File: src/rtl/cache_fill_if.sv
// cache_fill_if: miss, memory-read and block-fill channels
// of the cache fill engine.
interface cache_fill_if #(
  parameter int BLOCK_SIZE = 256
);
  logic                  miss_v_i;
  logic [31:0]           miss_addr_i;
  logic                  miss_ready_o;
  logic                  mem_req_v_o;
  logic [31:0]           mem_req_addr_o;
  logic                  mem_req_ready_i;
  logic                  mem_resp_v_i;
  logic [31:0]           mem_resp_data_i;
  logic                  mem_resp_ready_o;
  logic                  fill_v_o;
  logic [31:0]           fill_addr_o;
  logic [BLOCK_SIZE-1:0] fill_data_o;
  logic                  busy_o;

  modport slave (
    input  miss_v_i,
    input  miss_addr_i,
    output miss_ready_o,
    output mem_req_v_o,
    output mem_req_addr_o,
    input  mem_req_ready_i,
    input  mem_resp_v_i,
    input  mem_resp_data_i,
    output mem_resp_ready_o,
    output fill_v_o,
    output fill_addr_o,
    output fill_data_o,
    output busy_o
  );

  modport master (
    output miss_v_i,
    output miss_addr_i,
    input  miss_ready_o,
    input  mem_req_v_o,
    input  mem_req_addr_o,
    output mem_req_ready_i,
    output mem_resp_v_i,
    output mem_resp_data_i,
    input  mem_resp_ready_o,
    input  fill_v_o,
    input  fill_addr_o,
    input  fill_data_o,
    input  busy_o
  );
endinterface

File: src/rtl/cache_fill_ctrl.sv
// cache_fill_ctrl: fetches a missed block word by word and writes it as one line.
// Define CACHE_FILL_CWF_EN for critical-word-first request ordering.
module cache_fill_ctrl #(
  parameter int BLOCK_SIZE = 256
) (
  input logic         clk_i,
  input logic         reset_n_i,
  cache_fill_if.slave bus
);
  localparam int WORDS       = BLOCK_SIZE / 32;
  localparam int OFFSET_BITS = $clog2(BLOCK_SIZE / 8);
  localparam int IDX_W       = $clog2(WORDS);
  localparam int CNT_W       = IDX_W + 1;

  localparam logic [CNT_W-1:0] LAST  = CNT_W'(WORDS - 1);
  localparam logic [CNT_W:0]   WRAPN = (CNT_W + 1)'(WORDS);

  typedef enum logic [1:0] {
    IDLE,
    REQ,
    RESP,
    FILL
  } state_e;

  state_e                state_q;
  state_e                state_d;
  logic [31:0]           base_q;
  logic [IDX_W-1:0]      start_q;
  logic [CNT_W-1:0]      req_cnt_q;
  logic [CNT_W-1:0]      resp_cnt_q;
  logic [BLOCK_SIZE-1:0] line_q;
  logic [BLOCK_SIZE-1:0] line_d;
  logic [BLOCK_SIZE-1:0] fill_data_q;
  logic [31:0]           fill_addr_q;
  logic [IDX_W-1:0]      miss_start;
  logic [IDX_W-1:0]      req_idx;
  logic [IDX_W-1:0]      resp_idx;
  logic                  miss_hs;
  logic                  req_hs;
  logic                  resp_rdy;
  logic                  resp_hs;
  logic                  unused_addr;

  function automatic logic [IDX_W-1:0] wrap(
    input logic [IDX_W-1:0] s,
    input logic [CNT_W-1:0] k
  );
    logic [CNT_W:0] sum;
    sum = {2'b00, s} + {1'b0, k};
    if (sum >= WRAPN) sum = sum - WRAPN;
    return sum[IDX_W-1:0];
  endfunction

`ifdef CACHE_FILL_CWF_EN
  assign miss_start = bus.miss_addr_i[OFFSET_BITS-1:2];
`else
  assign miss_start = '0;
`endif
  assign unused_addr = ^bus.miss_addr_i[OFFSET_BITS-1:0];

  assign req_idx  = wrap(start_q, req_cnt_q);
  assign resp_idx = wrap(start_q, resp_cnt_q);

  assign miss_hs  = bus.miss_v_i && (state_q == IDLE);
  assign req_hs   = (state_q == REQ) && bus.mem_req_ready_i;
  assign resp_rdy = ((state_q == REQ) || (state_q == RESP))
                    && (resp_cnt_q < req_cnt_q);
  assign resp_hs  = resp_rdy && bus.mem_resp_v_i;

  always_ff @(posedge clk_i or negedge reset_n_i) begin
    if (!reset_n_i) state_q <= IDLE;
    else            state_q <= state_d;
  end

  always_comb begin
    state_d = state_q;
    unique case (state_q)
      IDLE: if (miss_hs) state_d = REQ;
      REQ:  if (req_hs && req_cnt_q == LAST) state_d = RESP;
      RESP: if (resp_hs && resp_cnt_q == LAST) state_d = FILL;
      FILL: state_d = IDLE;
      default: state_d = IDLE;
    endcase
  end

  always_comb begin
    line_d = line_q;
    if (resp_hs) line_d[32*resp_idx +: 32] = bus.mem_resp_data_i;
  end

  // The visible line only changes once the last word is in.
  always_ff @(posedge clk_i or negedge reset_n_i) begin
    if (!reset_n_i) begin
      base_q      <= '0;
      start_q     <= '0;
      req_cnt_q   <= '0;
      resp_cnt_q  <= '0;
      line_q      <= '0;
      fill_data_q <= '0;
      fill_addr_q <= '0;
    end else begin
      line_q <= line_d;
      if (miss_hs) begin
        base_q     <= {bus.miss_addr_i[31:OFFSET_BITS],
                       {OFFSET_BITS{1'b0}}};
        start_q    <= miss_start;
        req_cnt_q  <= '0;
        resp_cnt_q <= '0;
      end else begin
        if (req_hs)  req_cnt_q  <= req_cnt_q + CNT_W'(1);
        if (resp_hs) resp_cnt_q <= resp_cnt_q + CNT_W'(1);
      end
      if (resp_hs && resp_cnt_q == LAST) begin
        fill_data_q <= line_d;
        fill_addr_q <= base_q;
      end
    end
  end

  assign bus.miss_ready_o     = (state_q == IDLE);
  assign bus.mem_req_v_o      = (state_q == REQ);
  assign bus.mem_req_addr_o   = base_q
                                + {{(30-IDX_W){1'b0}}, req_idx, 2'b00};
  assign bus.mem_resp_ready_o = resp_rdy;
  assign bus.fill_v_o         = (state_q == FILL);
  assign bus.fill_addr_o      = fill_addr_q;
  assign bus.fill_data_o      = fill_data_q;
  assign bus.busy_o           = (state_q != IDLE);
endmodule

File: src/flat_wrapper.sv
// flat-port wrapper written by rule: the top's interface ports become plain ports
module cache_fill_ctrl_flat 
#(
  parameter int BLOCK_SIZE = 256
)
  (clk_i, reset_n_i, bus_miss_v_i, bus_miss_addr_i, bus_miss_ready_o, bus_mem_req_v_o, bus_mem_req_addr_o, bus_mem_req_ready_i, bus_mem_resp_v_i, bus_mem_resp_data_i, bus_mem_resp_ready_o, bus_fill_v_o, bus_fill_addr_o, bus_fill_data_o, bus_busy_o);
  cache_fill_if #(.BLOCK_SIZE(BLOCK_SIZE)) bus_i ();
  input logic clk_i;
  input logic reset_n_i;
  input wire logic [$bits(bus_i.miss_v_i)-1:0] bus_miss_v_i;
  input wire logic [$bits(bus_i.miss_addr_i)-1:0] bus_miss_addr_i;
  output wire logic [$bits(bus_i.miss_ready_o)-1:0] bus_miss_ready_o;
  output wire logic [$bits(bus_i.mem_req_v_o)-1:0] bus_mem_req_v_o;
  output wire logic [$bits(bus_i.mem_req_addr_o)-1:0] bus_mem_req_addr_o;
  input wire logic [$bits(bus_i.mem_req_ready_i)-1:0] bus_mem_req_ready_i;
  input wire logic [$bits(bus_i.mem_resp_v_i)-1:0] bus_mem_resp_v_i;
  input wire logic [$bits(bus_i.mem_resp_data_i)-1:0] bus_mem_resp_data_i;
  output wire logic [$bits(bus_i.mem_resp_ready_o)-1:0] bus_mem_resp_ready_o;
  output wire logic [$bits(bus_i.fill_v_o)-1:0] bus_fill_v_o;
  output wire logic [$bits(bus_i.fill_addr_o)-1:0] bus_fill_addr_o;
  output wire logic [$bits(bus_i.fill_data_o)-1:0] bus_fill_data_o;
  output wire logic [$bits(bus_i.busy_o)-1:0] bus_busy_o;
  assign bus_i.miss_v_i = bus_miss_v_i;
  assign bus_i.miss_addr_i = bus_miss_addr_i;
  assign bus_miss_ready_o = bus_i.miss_ready_o;
  assign bus_mem_req_v_o = bus_i.mem_req_v_o;
  assign bus_mem_req_addr_o = bus_i.mem_req_addr_o;
  assign bus_i.mem_req_ready_i = bus_mem_req_ready_i;
  assign bus_i.mem_resp_v_i = bus_mem_resp_v_i;
  assign bus_i.mem_resp_data_i = bus_mem_resp_data_i;
  assign bus_mem_resp_ready_o = bus_i.mem_resp_ready_o;
  assign bus_fill_v_o = bus_i.fill_v_o;
  assign bus_fill_addr_o = bus_i.fill_addr_o;
  assign bus_fill_data_o = bus_i.fill_data_o;
  assign bus_busy_o = bus_i.busy_o;
  cache_fill_ctrl #(.BLOCK_SIZE(BLOCK_SIZE)) u_core (.clk_i(clk_i), .reset_n_i(reset_n_i), .bus(bus_i));
endmodule
File: config.mk
export PLATFORM = sky130hd
export DESIGN_NAME = cache_fill_ctrl_flat
export DESIGN_NICKNAME = d
export VERILOG_FILES = /design/src/rtl/cache_fill_if.sv /design/src/rtl/cache_fill_ctrl.sv /design/src/flat_wrapper.sv
export SDC_FILE = /design/constraint.sdc
export NUM_CORES = 1
export LEC_CHECK = 0
export ABC_AREA = 1
export CORE_ASPECT_RATIO = 0.75
export CORE_MARGIN = 3
export CORE_UTILIZATION = 54
export CTS_BUF_LIST = sky130_fd_sc_hd__clkbuf_8
export CTS_CLUSTER_SIZE = 16
export DETAILED_ROUTE_END_ITERATION = 8
export GPL_TIMING_DRIVEN = 0
export PLACE_DENSITY = 0.85
export SLEW_MARGIN = 20
export SYNTH_ARGS = -nofsm -noshare
export SYNTH_HDL_FRONTEND = slang
export SYNTH_SLANG_ARGS = --single-unit
File: constraint.sdc
create_clock -name clk_i -period 2.6 [get_ports clk_i]
set_input_delay 0.39 -clock clk_i [delete_from_list [all_inputs] [get_ports clk_i]]
set_output_delay 0.39 -clock clk_i [all_outputs]
set_load 0.01 [all_outputs]
==> impl_results.md, run 1 <==
- Antenna violations before repair: 13
- Rel. slew slack: 0.3225
- Antenna Violating Nets Remaining: 0
- Final period utilization: 1.042
- Boundary pin count: 394
- Number of placement rows: 70
- Final Hold Fails: 0
- Estimated wirelength of the detail-placed design: 67340 um
- Signal arrival time at the worst endpoint: 3.28 ns
- Worst path setup slack after routing: -0.1098 ns
- Final Total Pwr: 30.84 mW
- Number of I/O port buffers: 381
- Fin area: 0.03493 mm^2
- Maximum fanout encountered on the critical timing path: 10
- Gate Count Post-Synth: 3715
- Worst clock skew: 0.03117 ns
- Most frequent cell on the critical path: sky130_fd_sc_hd__nand2_1
- Clock period minus worst slack: 2.710 ns
- Critical Path Start Type: register
- Core Box Area: 0.04922 mm^2
- Number of standard cells in the final layout excluding fillers: 4933
- Aggregate global routing overflow: 0
- Share of synthesized flip-flops with an asynchronous set or reset: 1.000
- Cell depth of the worst flop-to-flop path: 14
- Start of the worst register-to-register path: u_core.resp_cnt_q[0]
- Number of instances in the placed design: 4756
- Drt total wl: 92480 um
- Maximum Capacitance Violations: 0
- Routed via count divided by cell count: 5.424
- Power per cell area: 882.9 mW/mm^2
- Worst IR Drop VDD: 0.5042 mV
- Max Slew Vio Count: 0
- Clock buffers created by TritonCTS: 87
- Synthesized area divided by synthesized cell count: 7.320 um^2
- Share of final-layout standard cells stronger than drive strength 1: 0.1057
- Pre-CTS worst setup slack: -0.5257 ns
- Violation count after the first detailed-route iteration: 3358
- Overall via count from detail_route: 26759
- Delay contributed by the slowest stage of the critical path: 0.41 ns
- Total of warnings raised by yosys: 0
- Net total in the final layout: 4293
- Endpoint kind of the worst setup timing path: register
- Buffers plus inverters on the worst setup path: 4
- Failing checks: negative setup slack
- Clk Tree Root Cell: sky130_fd_sc_hd__clkbuf_8
- Cell-by-cell trace of the critical path: buf_6 -> inv_4 -> ha_1 -> ha_1 -> buf_6 -> nor3_1 -> nand2_1 -> buf_2 -> nand2_1 -> nand2_1 -> nand2_1 -> nand2_1 -> nand2_1 -> nand2_1
- Clock slew at reported path FFs: 0.07 ns
- Maximum number of pins on one net before global-route repair: 103
- Part of the Yosys area used for sequential elements: 0.5300
- Endpoint of the lowest-slack register-to-register path: u_core.bus.fill_data_o[24]
- Count of TritonRoute iterations in the first routing pass: 6
- Number of global-route vias before repair: 25457
- CTS tree: yes
- Type of the worst min-delay path: in -> async
- Slew at the pin closest to its max-slew limit: 1.016 ns
- Clock Latency Late Sink: 0.70 ns
- Overall Global Routing Usage: 0.3432
- Run status: complete, but fails checks
- Number of enable-type register cells in the synthesized netlist: 0
- DIE AREA: 0.05311 mm^2
- Flip-flop and latch count after synthesis: 576
- Syn Std Cell Area: 0.02719 mm^2
- Critical path class: reg -> reg
- Primary FF master, synth: sky130_fd_sc_hd__dfrtp_1
- Leak Pwr: 18.91 nW
- WP data required: 3.17 ns
- Hold Worst Slack: 0.2033 ns
- H-tree depth: 3
- Fill cell count: 3834
- Post-route setup TNS: -1.248 ns
- CP delay by family, top: simple AND/OR/NAND/NOR gates
- Slowest stage cell on the critical path: sky130_fd_sc_hd__dfrtp_1
- Sink Count: 576
- Initial core utilization: 0.5525
- Final standard cell utilization of the core: 0.7096
- Number of buffers between clock root and the deepest sink: 3
- Wire length of the first global-routing pass: 142400 um
- Average wire per standard cell: 18.75 um
- X dimension of the die: 265.1 um
- Top achievable clock speed: 369.0 MHz
- Reg-to-reg slack, setup: -0.11 ns
- RSZ-0062 raised after global routing: true
- Distinct cell type count of the synthesized netlist: 27
- Die outline height: 200.3 um
- Placed cell area: 0.03201 mm^2
- GP Congestion: 1.041
- Final-report setup violation count: 38
- DRC: 0
- Area growth, synth to finish: 28.44%
==> cell usage after synthesis (2+ instances only) <==
master	number	area, um^2
sky130_fd_sc_hd__a21oi_1	8	40.04
sky130_fd_sc_hd__a21oi_2	2	17.52
sky130_fd_sc_hd__buf_1	16	60.06
sky130_fd_sc_hd__buf_2	96	480.5
sky130_fd_sc_hd__buf_4	24	180.2
sky130_fd_sc_hd__buf_6	11	123.9
sky130_fd_sc_hd__clkbuf_1	109	409.1
sky130_fd_sc_hd__dfrtp_1	576	14410
sky130_fd_sc_hd__ha_1	14	175.2
sky130_fd_sc_hd__inv_1	46	172.7
sky130_fd_sc_hd__inv_2	6	22.52
sky130_fd_sc_hd__nand2_1	2210	8295
sky130_fd_sc_hd__nand2_2	2	12.51
sky130_fd_sc_hd__nand3_1	311	1556
sky130_fd_sc_hd__nand4_1	5	31.28
sky130_fd_sc_hd__nor2_1	173	649.4
sky130_fd_sc_hd__nor3_1	36	180.2
sky130_fd_sc_hd__o21ai_0	61	305.3
==> area by class of cell <==
cell class | instances | area [um^2] | area share
clock buffers | 113 | 1555 | 0.04453
flip-flops and latches | 576 | 14420 | 0.4127
plain buffers | 255 | 1466 | 0.04198
clock inverters | 43 | 301.5 | 0.008633
repair buffers | 401 | 4116 | 0.1179
inverters | 53 | 206.4 | 0.005911
multi-input cells | 2836 | 12040 | 0.3446
well taps | 648 | 810.8 | 0.02321
diodes | 8 | 20.02 | 0.0005731
==> what timing repair did <==
item / 4_1_cts / 5_1_grt
setup endpoints to repair: 506 / 315
pin swaps: 8 / 19
resized for setup: 157 / 146
hold buffers: 1 / 0
setup buffers: 5 / 7
cloned: 0 / 1
hold endpoints to repair: 48 / 0
==> state kept, by name, indices dropped and copies added (netlist names) <==
register	cells
u_core.req_cnt_q	4
u_core.bus.fill_addr_o	27
u_core.base_q	27
u_core.line_q	256
u_core.state_q	2
u_core.resp_cnt_q	4
u_core.bus.fill_data_o	256
==> cell families (layout without fill, tap and decap cells) <==
kind of cell | count (synthesis) | count (layout) | synth area share
flip-flops | 576 | 576 | 0.5300
AND/OR/NAND/NOR | 2741 | 2741 | 0.3956
other | 1 | 15 | 0.0001379
AO/OA/AOI/OAI | 73 | 73 | 0.01390
adder cells (fa/ha/maj) | 14 | 14 | 0.006442
buffers and inverters | 309 | 865 | 0.05351
XOR/XNOR | 1 | 1 | 0.0003221
==> cells in the final DEF, fill, tap and decap left out, types with 7 or more instances in the layout <==
| master | count |
|---|---|
| sky130_fd_sc_hd__dfrtp_1 | 575 |
| sky130_fd_sc_hd__nand2_1 | 2206 |
| sky130_fd_sc_hd__buf_2 | 84 |
| sky130_fd_sc_hd__clkdlybuf4s50_1 | 379 |
| sky130_fd_sc_hd__nand3_1 | 275 |
| sky130_fd_sc_hd__buf_6 | 17 |
| sky130_fd_sc_hd__nor2_1 | 126 |
| sky130_fd_sc_hd__clkinv_2 | 10 |
| sky130_fd_sc_hd__conb_1 | 7 |
| sky130_fd_sc_hd__nor2_2 | 10 |
| sky130_fd_sc_hd__nand3_4 | 19 |
| sky130_fd_sc_hd__clkbuf_1 | 60 |
| sky130_fd_sc_hd__buf_4 | 46 |
| sky130_fd_sc_hd__diode_2 | 8 |
| sky130_fd_sc_hd__ha_1 | 14 |
| sky130_fd_sc_hd__clkbuf_2 | 35 |
| sky130_fd_sc_hd__clkbuf_4 | 15 |
| sky130_fd_sc_hd__clkbuf_8 | 113 |
| sky130_fd_sc_hd__nor2_4 | 39 |
| sky130_fd_sc_hd__nand3_2 | 18 |
| sky130_fd_sc_hd__inv_1 | 67 |
| sky130_fd_sc_hd__o21ai_0 | 61 |
| sky130_fd_sc_hd__nor3_1 | 36 |
==> worst max path at each step <==
stage,from,to,slack [ns],cells after the start
2_1_floorplan,u_core.resp_cnt_q[0],u_core.bus.fill_data_o[215],0.29,15
3_3_place_gp,reset_n_i,u_core.bus.fill_data_o[188],-24.05,1
3_5_place_dp,u_core.resp_cnt_q[0],u_core.bus.fill_data_o[95],-0.53,15
4_1_cts,u_core.resp_cnt_q[0],u_core.bus.fill_data_o[185],-0.03,16
5_1_grt,u_core.resp_cnt_q[0],u_core.bus.fill_data_o[24],-0.09,14
6_report,u_core.resp_cnt_q[0],u_core.bus.fill_data_o[24],-0.11,14
==> power breakdown <==
part	internal (mW)	total, mW	switching [mW]
Combinational	3.67	12.6	8.91
Clock	4.29	8.00	3.70
Sequential	9.79	10.3	0.474
Total	17.8	30.8	13.1
==> routing by layer <==
layer / part of all wire / GRT usage / wire, um / vias up
met5: 0.00068 / 0 / 63 / -
met4: 0.046 / 0.1539 / 4227 / 12
met3: 0.12 / 0.1013 / 10940 / 282
met2: 0.42 / 0.4924 / 39300 / 1495
met1: 0.41 / 0.4838 / 37950 / 12506
li1: - / - / - / 12464
No activity file was read; power rests on OpenSTA's default activity.
==> run 2, diff against run 1 <==
--- a/config.mk
+++ b/config.mk
@@ -9,10 +9,11 @@
 export CORE_ASPECT_RATIO = 0.75
 export CORE_MARGIN = 3
 export CORE_UTILIZATION = 54
-export CTS_BUF_LIST = sky130_fd_sc_hd__clkbuf_8
+export CTS_BUF_LIST = sky130_fd_sc_hd__clkbuf_8 sky130_fd_sc_hd__clkbuf_16
 export CTS_CLUSTER_SIZE = 16
 export DETAILED_ROUTE_END_ITERATION = 8
 export GPL_TIMING_DRIVEN = 0
+export HOLD_SLACK_MARGIN = 0.15
 export PLACE_DENSITY = 0.85
 export SLEW_MARGIN = 20
 export SYNTH_ARGS = -nofsm -noshare
==> run 2 against run 1 <==
  * The flow still finishes with violations (negative setup slack)
  * Register-to-register slack improved by 0.10 ns
  * Utilization increased by 0.33 points
  * Combinational power about the same
  * Clock power increased by 12%
  * Sequential power about the same
  * Maximum frequency increased by 3.9%
  * Critical path type unchanged
  * Largest cell class unchanged
  * Cell area increased by 0.46%
  * Critical path depth increased by 1
==> impl_results.md, run 2 (synthesized netlist as in run 1, its figures left out) <==
- Run status: complete, but fails checks (unchanged)
- Failing checks: negative setup slack (unchanged)
- Maximum Capacitance Violations: 0 (unchanged)
- Worst clock skew: 0.02560 ns (was 0.03117 ns)
- CTS tree: yes (unchanged)
- Estimated wirelength of the detail-placed design: 67340 um (unchanged)
- Hold Worst Slack: 0.2750 ns (was 0.2033 ns)
- Clock period minus worst slack: 2.608 ns (was 2.710 ns)
- Die outline height: 200.3 um (unchanged)
- WP data required: 3.16 ns (was 3.17 ns)
- Antenna Violating Nets Remaining: 0 (unchanged)
- Rel. slew slack: 0.2350 (was 0.3225)
- Critical path class: reg -> reg (unchanged)
- GP Congestion: 1.041 (unchanged)
- Boundary pin count: 394 (unchanged)
- Maximum number of pins on one net before global-route repair: 103 (unchanged)
- H-tree depth: 2 (was 3)
- Final Hold Fails: 0 (unchanged)
- Final period utilization: 1.003 (was 1.042)
- Average wire per standard cell: 19.13 um (was 18.75 um)
- Signal arrival time at the worst endpoint: 3.17 ns (was 3.28 ns)
- Number of buffers between clock root and the deepest sink: 3 (unchanged)
- Clock slew at reported path FFs: 0.07 ns (about the same)
- Overall Global Routing Usage: 0.3454 (was 0.3432)
- Most common cell after layout, fill and taps aside: sky130_fd_sc_hd__nand2_1 (unchanged)
- Power per cell area: 907.7 mW/mm^2 (was 882.9 mW/mm^2)
- Worst IR Drop VDD: 0.6214 mV (was 0.5042 mV)
- Antenna violations before repair: 14 (was 13)
- Overall via count from detail_route: 26838 (was 26759)
- Number of I/O port buffers: 381 (unchanged)
- X dimension of the die: 265.1 um (unchanged)
- Slew at the pin closest to its max-slew limit: 1.147 ns (was 1.016 ns)
- Reg-to-reg slack, setup: -0.008 ns (was -0.11 ns)
- DIE AREA: 0.05311 mm^2 (unchanged)
- Clk Tree Root Cell: sky130_fd_sc_hd__clkbuf_16 (was sky130_fd_sc_hd__clkbuf_8)
- Net total in the final layout: 4260 (was 4293)
- Number of standard cells in the final layout excluding fillers: 4876 (was 4933)
- Final-report setup violation count: 2 (was 38)
- Endpoint kind of the worst setup timing path: register (unchanged)
- Aggregate global routing overflow: 0 (unchanged)
- Post-route setup TNS: -0.01133 ns (was -1.248 ns)
- Fill cell count: 3744 (was 3834)
- Routed via count divided by cell count: 5.504 (was 5.424)
- Clock buffers created by TritonCTS: 53 (was 87)
- Core Box Area: 0.04922 mm^2 (unchanged)
- Share of final-layout standard cells stronger than drive strength 1: 0.1033 (was 0.1057)
- Worst path setup slack after routing: -0.008212 ns (was -0.1098 ns)
- Leak Pwr: 18.92 nW (was 18.91 nW)
- Number of global-route vias before repair: 25571 (was 25457)
- Critical Path Start Type: register (unchanged)
- Number of instances in the placed design: 4756 (unchanged)
- Pre-CTS worst setup slack: -0.5257 ns (unchanged)
- Clock Latency Late Sink: 0.62 ns (was 0.70 ns)
- Violation count after the first detailed-route iteration: 3242 (was 3358)
- Type of the worst min-delay path: in -> async (unchanged)
- Sink Count: 576 (unchanged)
- Area growth, synth to finish: 29.03% (was 28.44%)
- DRC: 0 (unchanged)
- Drt total wl: 93300 um (was 92480 um)
- Initial core utilization: 0.5525 (unchanged)
- Commonest cells after routing, fill and taps aside: sky130_fd_sc_hd__nand2_1, sky130_fd_sc_hd__dfrtp_1, sky130_fd_sc_hd__clkdlybuf4s50_1, sky130_fd_sc_hd__nand3_1, sky130_fd_sc_hd__nor2_1 (unchanged)
- Top achievable clock speed: 383.4 MHz (was 369.0 MHz)
- Max Slew Vio Count: 0 (unchanged)
- Number of placement rows: 70 (unchanged)
- Maximum fanout encountered on the critical timing path: 10 (unchanged)
- Count of TritonRoute iterations in the first routing pass: 6 (unchanged)
- Wire length of the first global-routing pass: 143500 um (was 142400 um)
- RSZ-0062 raised after global routing: true (unchanged)
run 2: cell count changes in the layout (fill, tap and decap cells not counted), sizes merged:
cell and delta:
clkinv +6, clkdlybuf4s15 -1, clkinvlp -2, inv -19, bufinv +9, dlygate4sd2 +1
buf +8, clkbuf -59
run 2: final cells by class:
type	instances	area (um^2)	area share
Sequential cell	576	14420	0.4108
Multi-Input combinational cell	2836	12020	0.3426
Timing Repair Buffer	402	4098	0.1168
Buffer	255	1529	0.04357
Clock buffer	61	1448	0.04126
Tap cell	648	810.8	0.02311
Clock inverter	37	538.0	0.01533
Inverter	53	209.0	0.005955
Antenna cell	8	20.02	0.0005705
run 2: worst paths after layout:
| path | from | endpoint | cells past startpoint |
|---|---|---|---|
| worst max-delay path | u_core.resp_cnt_q[0] | u_core.bus.fill_data_o[94] | 15 |
| min in group clk_i | bus_miss_addr_i[23] | u_core.base_q[23] | 3 |
| worst min register to register | u_core.bus.fill_data_o[239] | u_core.bus.fill_data_o[239] | 2 |
| max in group asynchronous | reset_n_i | u_core.bus.fill_data_o[188] | 5 |
| worst min-delay path | reset_n_i | u_core.base_q[14] | 2 |
| worst max register to register | u_core.resp_cnt_q[0] | u_core.bus.fill_data_o[94] | 15 |
run 2: repair_timing:
action                                  CTS  global route
hold buffers                              1             0
hold endpoints to repair                121             0
resized for setup                       158           208
buffers inserted                          2            12
pin swaps                                 4            18
endpoints found under the setup margin  511           328
run 2: stage by stage:
| step | instance area (um^2) | util | power, mW |
|---|---|---|---|
| 2_1_floorplan | 27220 | - | 17.36 |
| 3_3_place_gp | 31840 | 0.6469 | 20.93 |
| 3_5_place_dp | 32010 | 0.6503 | 21.18 |
| 4_1_cts | 34510 | 0.7011 | 30.73 |
| 5_1_grt | 35090 | 0.7129 | 33.20 |
| 6_report | 35090 | 0.7129 | 31.85 |
run 2: where the power goes:
group | leakage (nW) | switching [mW] | internal (mW)
clock network | 0.988 | 3.66 | 5.29
logic | 9.97 | 8.93 | 3.70
registers | 7.96 | 0.480 | 9.79
total | 18.9 | 13.1 | 18.8
run 2: per-layer routing:
| metal | track usage | vias up | wire, um |
|---|---|---|---|
| li1 | - | 12381 | - |
| met1 | 0.4807 | 12625 | 37510 |
| met2 | 0.5097 | 1523 | 40250 |
| met3 | 0.09677 | 297 | 11170 |
| met4 | 0.1486 | 12 | 4302 |
| met5 | 0 | - | 68 |
run 2: critical path: stages, from the launching register on:
cell	delay, ns
sky130_fd_sc_hd__dfrtp_1	0.41
sky130_fd_sc_hd__buf_6	0.15
sky130_fd_sc_hd__inv_4	0.07
sky130_fd_sc_hd__ha_1	0.22
sky130_fd_sc_hd__ha_1	0.18
sky130_fd_sc_hd__buf_4	0.18
sky130_fd_sc_hd__nor2_4	0.26
sky130_fd_sc_hd__buf_4	0.25
sky130_fd_sc_hd__nand3_1	0.20
sky130_fd_sc_hd__nor2_2	0.19
sky130_fd_sc_hd__nand3_1	0.09
sky130_fd_sc_hd__nand2_1	0.06
sky130_fd_sc_hd__nand2_1	0.04
sky130_fd_sc_hd__nand2_1	0.10
sky130_fd_sc_hd__nand2_1	0.08
sky130_fd_sc_hd__nand2_1	0.06
==> run 3, diff against run 2 <==
--- a/config.mk
+++ b/config.mk
@@ -12,7 +12,6 @@
 export CTS_BUF_LIST = sky130_fd_sc_hd__clkbuf_8 sky130_fd_sc_hd__clkbuf_16
 export CTS_CLUSTER_SIZE = 16
 export DETAILED_ROUTE_END_ITERATION = 8
-export GPL_TIMING_DRIVEN = 0
 export HOLD_SLACK_MARGIN = 0.15
 export PLACE_DENSITY = 0.85
 export SLEW_MARGIN = 20
==> run 3 against run 2 <==
  * The run now ends clean
  * Combinational power is 14% lower
  * Clock power down 5.0%
  * Worst hold slack better by 0.073 ns
  * Sequential power is essentially flat
==> impl_results.md, run 3 (synthesized netlist as in run 1, its figures left out) <==
- Max Slew Vio Count: 0 (unchanged)
- Number of standard cells in the final layout excluding fillers: 4686 (was 4876)
- Antenna Violating Nets Remaining: 0 (unchanged)
- DIE AREA: 0.05311 mm^2 (unchanged)
- CTS tree: yes (unchanged)
- Number of instances in the placed design: 4584 (was 4756)
- Most common cell after layout, fill and taps aside: sky130_fd_sc_hd__nand2_1 (unchanged)
- Number of placement rows: 70 (unchanged)
- Wire length of the first global-routing pass: 137000 um (was 143500 um)
- X dimension of the die: 265.1 um (unchanged)
- Pre-CTS worst setup slack: 0.1532 ns (was -0.5257 ns)
- Overall Global Routing Usage: 0.3246 (was 0.3454)
- Drt total wl: 87230 um (was 93300 um)
- Cell-by-cell trace of the critical path: inv_1 -> ha_1 -> nand2_1 -> a21oi_2 -> nand2_1 -> inv_1 -> dlygate4sd2_1 (was buf_6 -> inv_4 -> ha_1 -> ha_1 -> buf_4 -> nor2_4 -> buf_4 -> nand3_1 -> nor2_2 -> nand3_1 -> nand2_1 -> nand2_1 -> nand2_1 -> nand2_1 -> nand2_1)
- Number of I/O port buffers: 381 (unchanged)
- Number of global-route vias before repair: 24116 (was 25571)
- Routed via count divided by cell count: 5.533 (was 5.504)
- Top achievable clock speed: 407.1 MHz (was 383.4 MHz)
- Maximum number of pins on one net before global-route repair: 136 (was 103)
- Area occupied by multi-input gates: 0.01143 mm^2 (was 0.01202 mm^2)
- Final Hold Fails: 0 (unchanged)
- Signal arrival time at the worst endpoint: 2.07 ns (was 3.17 ns)
- Aggregate global routing overflow: 0 (unchanged)
- Run status: completed (was complete, but fails checks)
- CP delay by family, top: buffers and inverters (was simple AND/OR/NAND/NOR gates)
- Power per cell area: 877.5 mW/mm^2 (was 907.7 mW/mm^2)
- Antenna violations before repair: 6 (was 14)
- Clock period minus worst slack: 2.456 ns (was 2.608 ns)
- Worst path setup slack after routing: 0.1439 ns (was -0.008212 ns)
- Share of final-layout standard cells stronger than drive strength 1: 0.05129 (was 0.1033)
- Placed cell area: 0.03171 mm^2 (was 0.03201 mm^2)
- Critical path class: reg -> out (was reg -> reg)
- Sink Count: 576 (unchanged)
- Clock Latency Late Sink: 0.62 ns (about the same)
- Net total in the final layout: 4077 (was 4260)
- Boundary pin count: 394 (unchanged)
- Clk Tree Root Cell: sky130_fd_sc_hd__clkbuf_16 (unchanged)
- Maximum Capacitance Violations: 0 (unchanged)
- Overall via count from detail_route: 25926 (was 26838)
- Maximum fanout encountered on the critical timing path: 4 (was 10)
- Post-route setup TNS: 0 ns (was -0.01133 ns)
- Average wire per standard cell: 18.61 um (was 19.13 um)
- Slew at the pin closest to its max-slew limit: 0.7818 ns (was 1.147 ns)
- Final Total Pwr: 29.56 mW (was 31.85 mW)
- WP data required: 2.21 ns (was 3.16 ns)
- Clock buffers created by TritonCTS: 53 (unchanged)
- Final standard cell utilization of the core: 0.6845 (was 0.7129)
- Worst IR Drop VDD: 0.7685 mV (was 0.6214 mV)
- Final period utilization: 0.9447 (was 1.003)
- Worst clock skew: 0.02545 ns (was 0.02560 ns)
- Number of buffers between clock root and the deepest sink: 3 (unchanged)
- Endpoint kind of the worst setup timing path: output port (was register)
- Type of the worst min-delay path: in -> async (unchanged)
- Area occupied by registers: 0.01442 mm^2 (unchanged)
- Area growth, synth to finish: 23.89% (was 29.03%)
- Buffers plus inverters on the worst setup path: 3 (was 4)
- H-tree depth: 2 (unchanged)
- GP Congestion: 0.9377 (was 1.041)
- Hold Worst Slack: 0.3484 ns (was 0.2750 ns)
- Clock slew at reported path FFs: 0.06 ns (was 0.07 ns)
- Fin area: 0.03369 mm^2 (was 0.03509 mm^2)
- Rel. slew slack: 0.4788 (was 0.2350)
- Critical Path Start Type: register (unchanged)
- Violation count after the first detailed-route iteration: 3782 (was 3242)
- Count of TritonRoute iterations in the first routing pass: 8 (was 6)
- Commonest cells after routing, fill and taps aside: sky130_fd_sc_hd__nand2_1, sky130_fd_sc_hd__dfrtp_1, sky130_fd_sc_hd__clkdlybuf4s50_1, sky130_fd_sc_hd__nand3_1, sky130_fd_sc_hd__nor2_1 (unchanged)
- Delay contributed by the slowest stage of the critical path: 0.41 ns (about the same)
- Core Box Area: 0.04922 mm^2 (unchanged)
- Fill cell count: 3812 (was 3744)
- Estimated wirelength of the detail-placed design: 58300 um (was 67340 um)
- Leak Pwr: 18.35 nW (was 18.92 nW)
- RSZ-0062 raised after global routing: false (was true)
- Die outline height: 200.3 um (unchanged)
- DRC: 0 (unchanged)
- Final-report setup violation count: 0 (was 2)
- Initial core utilization: 0.5525 (unchanged)
- Slowest stage cell on the critical path: sky130_fd_sc_hd__dfrtp_1 (unchanged)
==> run 3: cell types whose count changed in the layout (fill, tap and decap cells not counted), moves of 34 or more <==
cell,before,now
sky130_fd_sc_hd__clkbuf_2,48,0
sky130_fd_sc_hd__nand3_1,275,311
sky130_fd_sc_hd__nor2_4,36,2
sky130_fd_sc_hd__clkbuf_1,41,0
sky130_fd_sc_hd__nor2_1,125,173
sky130_fd_sc_hd__buf_2,81,0
==> run 3: worst register-to-register path: stages, from the launching register on <==
cell and delay, ns:
sky130_fd_sc_hd__dfrtp_2 0.43, sky130_fd_sc_hd__inv_4 0.12, sky130_fd_sc_hd__ha_4 0.15, sky130_fd_sc_hd__ha_4 0.25, sky130_fd_sc_hd__inv_6 0.23, sky130_fd_sc_hd__nand2_1 0.10, sky130_fd_sc_hd__a21oi_2 0.25, sky130_fd_sc_hd__buf_6 0.30
sky130_fd_sc_hd__nand3_1 0.12, sky130_fd_sc_hd__nand2_1 0.07, sky130_fd_sc_hd__nand2_1 0.06, sky130_fd_sc_hd__nand2_1 0.12, sky130_fd_sc_hd__nand2_1 0.10, sky130_fd_sc_hd__nand2_1 0.07
==> run 3: repair_timing <==
action,in CTS,in global routing
endpoints found under the hold margin,47,0
gates resized for setup,2,8
setup buffers,1,1
setup endpoints to repair,1,89
pin swaps,0,0
hold buffers,1,0
==> run 3: worst paths after layout <==
check	depth (start not counted)	end	startpoint	slack, ns
setup reg to reg	13	u_core.bus.fill_data_o[202]	u_core.resp_cnt_q[0]	0.14
hold / removal	2	u_core.bus.fill_addr_o[8]	reset_n_i	0.35
setup / recovery	7	bus_mem_resp_ready_o	u_core.state_q[1]	0.14
min in group clk_i	3	u_core.base_q[27]	bus_miss_addr_i[27]	0.36
max in group asynchronous	3	u_core.bus.fill_data_o[100]	reset_n_i	1.35
hold reg to reg	1	u_core.req_cnt_q[3]	u_core.req_cnt_q[3]	0.48
==> run 3: cell type report <==
class | count | share of cell area
flip-flops and latches | 576 | 0.4279
multi-input cells | 2836 | 0.3393
well taps | 648 | 0.02407
clock buffers | 70 | 0.04698
clock inverters | 27 | 0.009396
repair buffers | 474 | 0.1456
inverters | 53 | 0.006648
diodes | 2 | 0.0001485
==> run 3: power breakdown <==
part | total, mW | switching (mW) | internal (mW)
combinational | 10.8 | 7.75 | 3.05
sequential | 10.3 | 0.470 | 9.79
clock | 8.50 | 3.54 | 4.96
==> run 3: metal layers <==
layer  vias to the layer above  part of all wire  global-route usage
met5                         -           0.00048                   0
li1                      12009                 -                   -
met4                         8             0.043              0.1279
met2                      1444              0.43              0.4770
met1                     12206              0.41              0.4606
met3                       259              0.11             0.08768
